### config.mk
export PLATFORM = sky130hd
export DESIGN_NAME = mskg16_unmask_seq
export DESIGN_NICKNAME = d
export VERILOG_FILES = /design/src/rtl/mskg16_pkg.sv /design/src/rtl/mskg16_share_refresh.sv /design/src/rtl/mskg16_unmask_seq.sv
export SDC_FILE = /design/constraint.sdc
export NUM_CORES = 1
export LEC_CHECK = 0
export ABC_AREA = 1
export BUFFER_PORTS_ARGS = -buffer_cell sky130_fd_sc_hd__clkbuf_2
export CORE_UTILIZATION = 60
export CTS_BUF_LIST = sky130_fd_sc_hd__clkbuf_4
export DETAILED_ROUTE_END_ITERATION = 10
export PLACE_DENSITY = 0.84
export SLEW_MARGIN = 20
export SYNTH_ARGS = -nofsm -noshare
export SYNTH_HDL_FRONTEND = slang
export SYNTH_SLANG_ARGS = --single-unit
### constraint.sdc
create_clock -name clk -period 1.5 [get_ports clk]
set_input_delay 0.075 -clock clk [delete_from_list [all_inputs] [get_ports clk]]
set_output_delay 0.075 -clock clk [all_outputs]
set_load 0.01 [all_outputs]
### src/rtl/mskg16_pkg.sv
// mskg16_pkg: shared types and helpers for the masked G(16) share-recombination slice.
// Holds the unmasking FSM state encoding, the nibble type and the share-counter width helper.
package mskg16_pkg;

  typedef enum logic [1:0] {
    IDLE    = 2'd0,
    REFRESH = 2'd1,
    ACC     = 2'd2,
    DONE    = 2'd3
  } state_t;

  typedef logic [3:0] nibble_t;

  // Share counter width: max(1, clog2(d)), so d=1 and d=2 still get a 1-bit counter.
  function automatic int cnt_width(input int d);
    return (d <= 2) ? 1 : $clog2(d);
  endfunction

endpackage

### src/rtl/mskg16_share_refresh.sv
// mskg16_share_refresh: one-register-stage refresh of a d-share nibble sharing.
// Shares 0..d-2 each absorb one fresh random nibble and the last share absorbs the XOR
// of all of them, so the encoded nibble is unchanged while every share is re-randomised.
// Only instantiated when MSKG16_UNMASK_REFRESH_EN is defined.
module mskg16_share_refresh
  import mskg16_pkg::*;
#(
  parameter int d = 2
) (
  input  logic             clk,
  input  logic             rst_n,
  input  logic             en,
  input  logic [4*d-1:0]   shares_in,
  input  logic [4*(d-1)-1:0] rnd,
  output logic [4*d-1:0]   shares_out
);

  nibble_t        mask_sum;
  logic [4*d-1:0] refreshed;

  // Mask every share but the last with its own nibble; the last share cancels the sum.
  always_comb begin
    mask_sum  = '0;
    refreshed = shares_in;
    for (int j = 0; j < d - 1; j++) begin
      mask_sum               = mask_sum ^ rnd[4*j +: 4];
      refreshed[4*j +: 4]    = shares_in[4*j +: 4] ^ rnd[4*j +: 4];
    end
    refreshed[4*(d-1) +: 4] = shares_in[4*(d-1) +: 4] ^ mask_sum;
  end

  // Register the refreshed sharing when the parent FSM sits in its refresh cycle.
  always_ff @(posedge clk or negedge rst_n) begin
    if (!rst_n) begin
      shares_out <= '0;
    end else if (en) begin
      shares_out <= refreshed;
    end
  end

endmodule

### src/rtl/mskg16_unmask_seq.sv
// mskg16_unmask_seq: sequential recombination of a d-share G(16) sharing into a plain nibble.
// One captured share is folded into the accumulator per cycle so no two shares ever meet
// in the same combinational cone straight from the inputs.
// Optional feature: define MSKG16_UNMASK_REFRESH_EN to add the rnd port and a one-cycle
// share refresh before recombination (requires d >= 2). Default share count: DEFAULTSHARES.
`ifndef DEFAULTSHARES
`define DEFAULTSHARES 2
`endif

module mskg16_unmask_seq
  import mskg16_pkg::*;
#(
  parameter int d = `DEFAULTSHARES
) (
  input  logic         clk,
  input  logic         rst_n,
  input  logic         in_valid,
  output logic         in_ready,
  input  logic [d-1:0] in0,
  input  logic [d-1:0] in1,
  input  logic [d-1:0] in2,
  input  logic [d-1:0] in3,
  output logic         out_valid,
  input  logic         out_ready,
  output logic [3:0]   out_data
`ifdef MSKG16_UNMASK_REFRESH_EN
  ,
  input  logic [4*(d-1)-1:0] rnd
`endif
);

  localparam int            CW   = cnt_width(d);
  localparam logic [CW-1:0] LAST = CW'(d - 1);

  state_t         state_q, state_d;
  logic [4*d-1:0] share_q;
  logic [4*d-1:0] captured;
  logic [4*d-1:0] acc_src;
  nibble_t        acc_q;
  nibble_t        cur_share;
  logic [CW-1:0]  cnt_q;
  logic           in_ready_q;
  logic           out_valid_q;
  nibble_t        out_data_q;
  logic           accept;
  logic           last_share;

`ifdef MSKG16_UNMASK_REFRESH_EN
  localparam state_t FIRST = REFRESH;
  logic           refresh_en;
  logic [4*d-1:0] refreshed_q;

  if (d < 2) begin : g_bad_share_count
    $error("mskg16_unmask_seq: share refresh needs d >= 2");
  end

  mskg16_share_refresh #(
    .d (d)
  ) u_refresh (
    .clk        (clk),
    .rst_n      (rst_n),
    .en         (refresh_en),
    .shares_in  (share_q),
    .rnd        (rnd),
    .shares_out (refreshed_q)
  );

  assign acc_src = refreshed_q;
`else
  localparam state_t FIRST = ACC;
  assign acc_src = share_q;
`endif

  // Regroup the bit-per-share inputs into one nibble per share: share j = {in3[j],in2[j],in1[j],in0[j]}.
  always_comb begin
    captured = '0;
    for (int j = 0; j < d; j++) begin
      captured[4*j +: 4] = {in3[j], in2[j], in1[j], in0[j]};
    end
  end

  // Select the single captured share addressed by the counter for this cycle's fold.
  always_comb begin
    cur_share = '0;
    for (int j = 0; j < d; j++) begin
      if (cnt_q == CW'(j)) begin
        cur_share = acc_src[4*j +: 4];
      end
    end
  end

  // Next-state logic: accept in IDLE, optional refresh, fold d shares, hold until consumed.
  always_comb begin
    state_d    = state_q;
    accept     = 1'b0;
    last_share = 1'b0;
`ifdef MSKG16_UNMASK_REFRESH_EN
    refresh_en = 1'b0;
`endif
    case (state_q)
      IDLE: begin
        if (in_valid && in_ready_q) begin
          accept  = 1'b1;
          state_d = FIRST;
        end
      end
`ifdef MSKG16_UNMASK_REFRESH_EN
      REFRESH: begin
        refresh_en = 1'b1;
        state_d    = ACC;
      end
`endif
      ACC: begin
        if (cnt_q == LAST) begin
          last_share = 1'b1;
          state_d    = DONE;
        end
      end
      DONE: begin
        if (out_ready) begin
          state_d = IDLE;
        end
      end
      default: begin
        state_d = IDLE;
      end
    endcase
  end

  // State register; in_ready stays low out of reset until the first clock edge.
  always_ff @(posedge clk or negedge rst_n) begin
    if (!rst_n) begin
      state_q     <= IDLE;
      in_ready_q  <= 1'b0;
      out_valid_q <= 1'b0;
    end else begin
      state_q     <= state_d;
      in_ready_q  <= (state_d == IDLE);
      out_valid_q <= (state_d == DONE);
    end
  end

  // Datapath: capture on accept, fold one share per ACC cycle, latch the result on the last one.
  always_ff @(posedge clk or negedge rst_n) begin
    if (!rst_n) begin
      share_q    <= '0;
      acc_q      <= '0;
      cnt_q      <= '0;
      out_data_q <= '0;
    end else if (accept) begin
      share_q <= captured;
      acc_q   <= '0;
      cnt_q   <= '0;
    end else if (state_q == ACC) begin
      acc_q <= acc_q ^ cur_share;
      cnt_q <= cnt_q + 1'b1;
      if (last_share) begin
        out_data_q <= acc_q ^ cur_share;
      end
    end
  end

  assign in_ready  = in_ready_q;
  assign out_valid = out_valid_q;
  assign out_data  = out_data_q;

endmodule

==> results.md <==
- The run finished with clean final reports.
- The mean instance size in the synthesized netlist is 8.939 µm².
- The total placed instance area is 0.001120 mm².
- The most common cell after layout, fill and taps aside is nand2_1.
- The routed design could run at a clock period as short as 1.143 ns.
- For this run, the register share of the synthesized area comes to 0.4982.
- In this run the standard cell core region covers 0.001577 mm².
- The filler cell count is 122.
- For this block, the initial DRC count from the detailed router was 18.
- The analysis attributes to cell leakage a power of between 0.6 and 0.7 nW.
- In this run the worst hold path is classified as in -> reg.
- The number of nets in the synthesized netlist is 130.
- The number of buffers added by the clock tree synthesis step is 3.
- In this run the tool buffered the top-level ports with 17 buffer cells.
- Compared with the post-synthesis result, the final layout area differs by 9.964%.
- The compound-cell area share of the yosys netlist is 0.07117.
- Setup violations remaining at the end of the flow were counted as 0.
- The layout cell share with drive strength beyond 1 is 0.3333.
- The data required time of the critical path is 1.69 ns.
- After floorplanning, the core was divided into 14 placement rows.
- The tightest slew margin relative to the limit is 0.6631.
- The root cell of the clock tree is clkbuf_4.
- The Yosys step of the flow raised 0 warnings.
- The clock slew at the register clock pins of the worst setup and hold paths is 0.11 ns.
- The maximum level of the CTS H-tree is 1.
- The starting density of the core is 0.6690.
- The number of global-route vias before repair is 757.
- The kind of end point of the critical path is a flop.
- Data arrives at the worst endpoint at 1.34 ns.
- The die is 43.93 µm tall.
- Across all register-to-register paths, the minimum setup slack is 0.36 ns.
- Across all layers, the routed design uses 808 vias.
- The area taken by multi-input logic gates is 407.9 µm².
- On the final layout, the worst clock skew is roughly 0.0069 ns.
- The area share of and/or/nand/nor cells after synthesis is 0.3155.
- After synthesis, the largest family of logic cells by area is simple AND/OR/NAND/NOR gates.
- The max capacitance violation total is 0.
- Setup repair after global routing left no endpoint under its margin.
- Setup total negative slack on the finished layout was measured at 0 ns.
- Synthesis produced ~120 cells.
- The post-synthesis share of cell area spent on full adders, half adders and majority gates is 0.
- The source-to-sink clock delay at the later pin of the worst-skew pair is around 0.30 ns.
- The maximum frequency from static timing analysis is 874.6 MHz.
- In the routed layout, each cell is associated on average with a via count of 5.247.
- After synthesis the netlist holds a flip-flop and latch count of 21.
- The all-layer global routing usage is 0.2165.
- At the end of routability-driven placement, the weighted congestion stood at a little over 0.8.
- Measured along the x axis, the die boundary spans 43.93 µm.
- The power per standard cell area is 2121 mW/mm².
- After routing the design area is between 0.001 and 0.0015 mm².
- For this run, the number of standard cells in the final layout without fillers is 154.
- The peak ir drop on the vdd network is 1.274 mV.
- For this run, the detailed router's first-pass iteration total came to 6.
- The area of the die is 0.001929 mm².
- The maximum number of pins on one net before global-route repair is 23.
- Counting distinct cell types in the post-synthesis netlist gives 15.
- The count of buffers added by post-CTS timing repair for setup is 0.
- Of the total synthesized cell area, the portion taken by XOR and XNOR cells is 0.
- The number of antenna diodes in the final layout is 0.
- Once placement completed, the tool counted placed cells totaling 149.
- In this run the count of I/O pins placed on the die edge is 18.
- The completed layout was analyzed and its total power is 2.460 mW.
- Of all nets on the critical path, the largest fanout is 22.
- In the finished design, the share of the clock period the worst path needs comes to 0.7623.
- The first-pass GRT wire length is around 3000 µm.
- The critical path is of the reg -> reg type.
- The maximum number of buffers from clock root to sink is 2.
- Clock tree synthesis found a total of 21 sinks.
- The cell area after synthesis is 0.001055 mm².
- The number of antenna violations at the first check in global routing is 0.
- The portion of synthesized area spent on multiplexers is 0.
- The number of max-slew violations in the final report is 0.
- The overflow left after global routing is 0.
- The number of hold violations in the final report came to 0.
- The remaining number of nets flagged by the antenna check after routing is 0.
- At the pin with the least slew margin, the transition time is approximately 0.51 ns.
- The clock tree from TritonCTS is done.
- The area of all sequential standard cells is 525.5 µm².
- In the layout the commonest cells are nand2_1 (32), dfrtp_1 (21), nand3_1 (20), clkbuf_2 (17), inv_1 (16).
- The HPWL after detailed placement is about 1200 µm.
- The final layout contains between 150 and 200 nets.
- In the final routed layout, each cell accounts on average for 10.92 µm.
- The startpoint type of the worst setup path is a flop.
- For this block, the routed nets add up to around 1700 µm of wire.
- The detailed-route DRC error count is 0.
==> critical path: stages (launching register included) <==
cell and delay (ns):
dfrtp_1 0.44, nor2_2 0.16, nand2_4 0.22, nor2_1 0.18, a21oi_2 0.04
==> per-stage QoR <==
step | hold WS [ns] | worst slack, ns | utilization
after floorplan | -0.2206 | 0.4763 | -
after global placement | 0.05905 | 0.3728 | 0.7103
after detailed placement | 0.06608 | 0.3527 | 0.7103
after CTS | 0.002039 | 0.3417 | 0.7357
after global routing | 0.02128 | 0.2417 | 0.7357
final | 0.003622 | 0.3566 | 0.7357
==> Yosys cell counts <==
cell type | instances | area share
nand2_1 | 32 | 0.11
dfrtp_1 | 21 | 0.50
nand3_1 | 20 | 0.095
inv_1 | 16 | 0.057
a21oi_2 | 8 | 0.066
nor2_2 | 7 | 0.042
buf_12 | 2 | 0.038
inv_2 | 2 | 0.0071
nand2_4 | 2 | 0.021
nand3_2 | 2 | 0.019
nor2_4 | 2 | 0.021
a21oi_1 | 1 | 0.0047
buf_4 | 1 | 0.0071
inv_4 | 1 | 0.0059
nor2_1 | 1 | 0.0036
==> final timing paths <==
| kind | startpoint | end | cells past startpoint |
|---|---|---|---|
| max | state_q[1] | acc_src[7] | 4 |
| max in group asynchronous | rst_n | out_valid | 2 |
| min reg2reg | out_data[2] | out_data[2] | 2 |
| max reg2reg | state_q[1] | acc_src[7] | 4 |
| min | in3[1] | acc_src[7] | 3 |
| min in group asynchronous | rst_n | acc_src[3] | 2 |
==> sequential cells by signal (all words and copies together) (netlist names) <==
name / cells
out_data: 4
in_ready: 1
acc_src: 8
acc_q: 4
out_valid: 1
cnt_q: 1
state_q: 2
==> cell type report <==
| cell class | instances | area share |
|---|---|---|
| timing repair buffer | 19 | 0.08846 |
| clock buffer | 4 | 0.02589 |
| multi-input combinational | 75 | 0.3517 |
| sequential | 21 | 0.4531 |
| inverter | 19 | 0.06365 |
| tap | 16 | 0.01726 |
==> routing by layer <==
metal  vias up  global-route usage  part of all wire
li1        407                   -                 -
met2        18              0.3582              0.49
met3         2             0.02500             0.032
met1       381              0.2992              0.46
met5         -                   0                 0
met4         0             0.07273             0.011
==> logic make-up (layout without fill, tap and decap cells) <==
group	after synthesis	in the layout
AND/OR/NAND/NOR	66	66
flip-flops	21	21
AO/OA/AOI/OAI	9	9
buffers and inverters	22	42
==> power breakdown <==
part	leakage, nW	internal, mW	switching, mW
Sequential	0.245	0.837	0.165
Clock	0.0184	0.122	0.159
Combinational	0.386	0.437	0.740
==> what timing repair did <==
item / in CTS / in global routing
hold endpoints to repair: 21 / 0
hold buffers: 1 / 0
gates resized for setup: 0 / 0
Note: power is estimated with default switching activity, not from simulation.
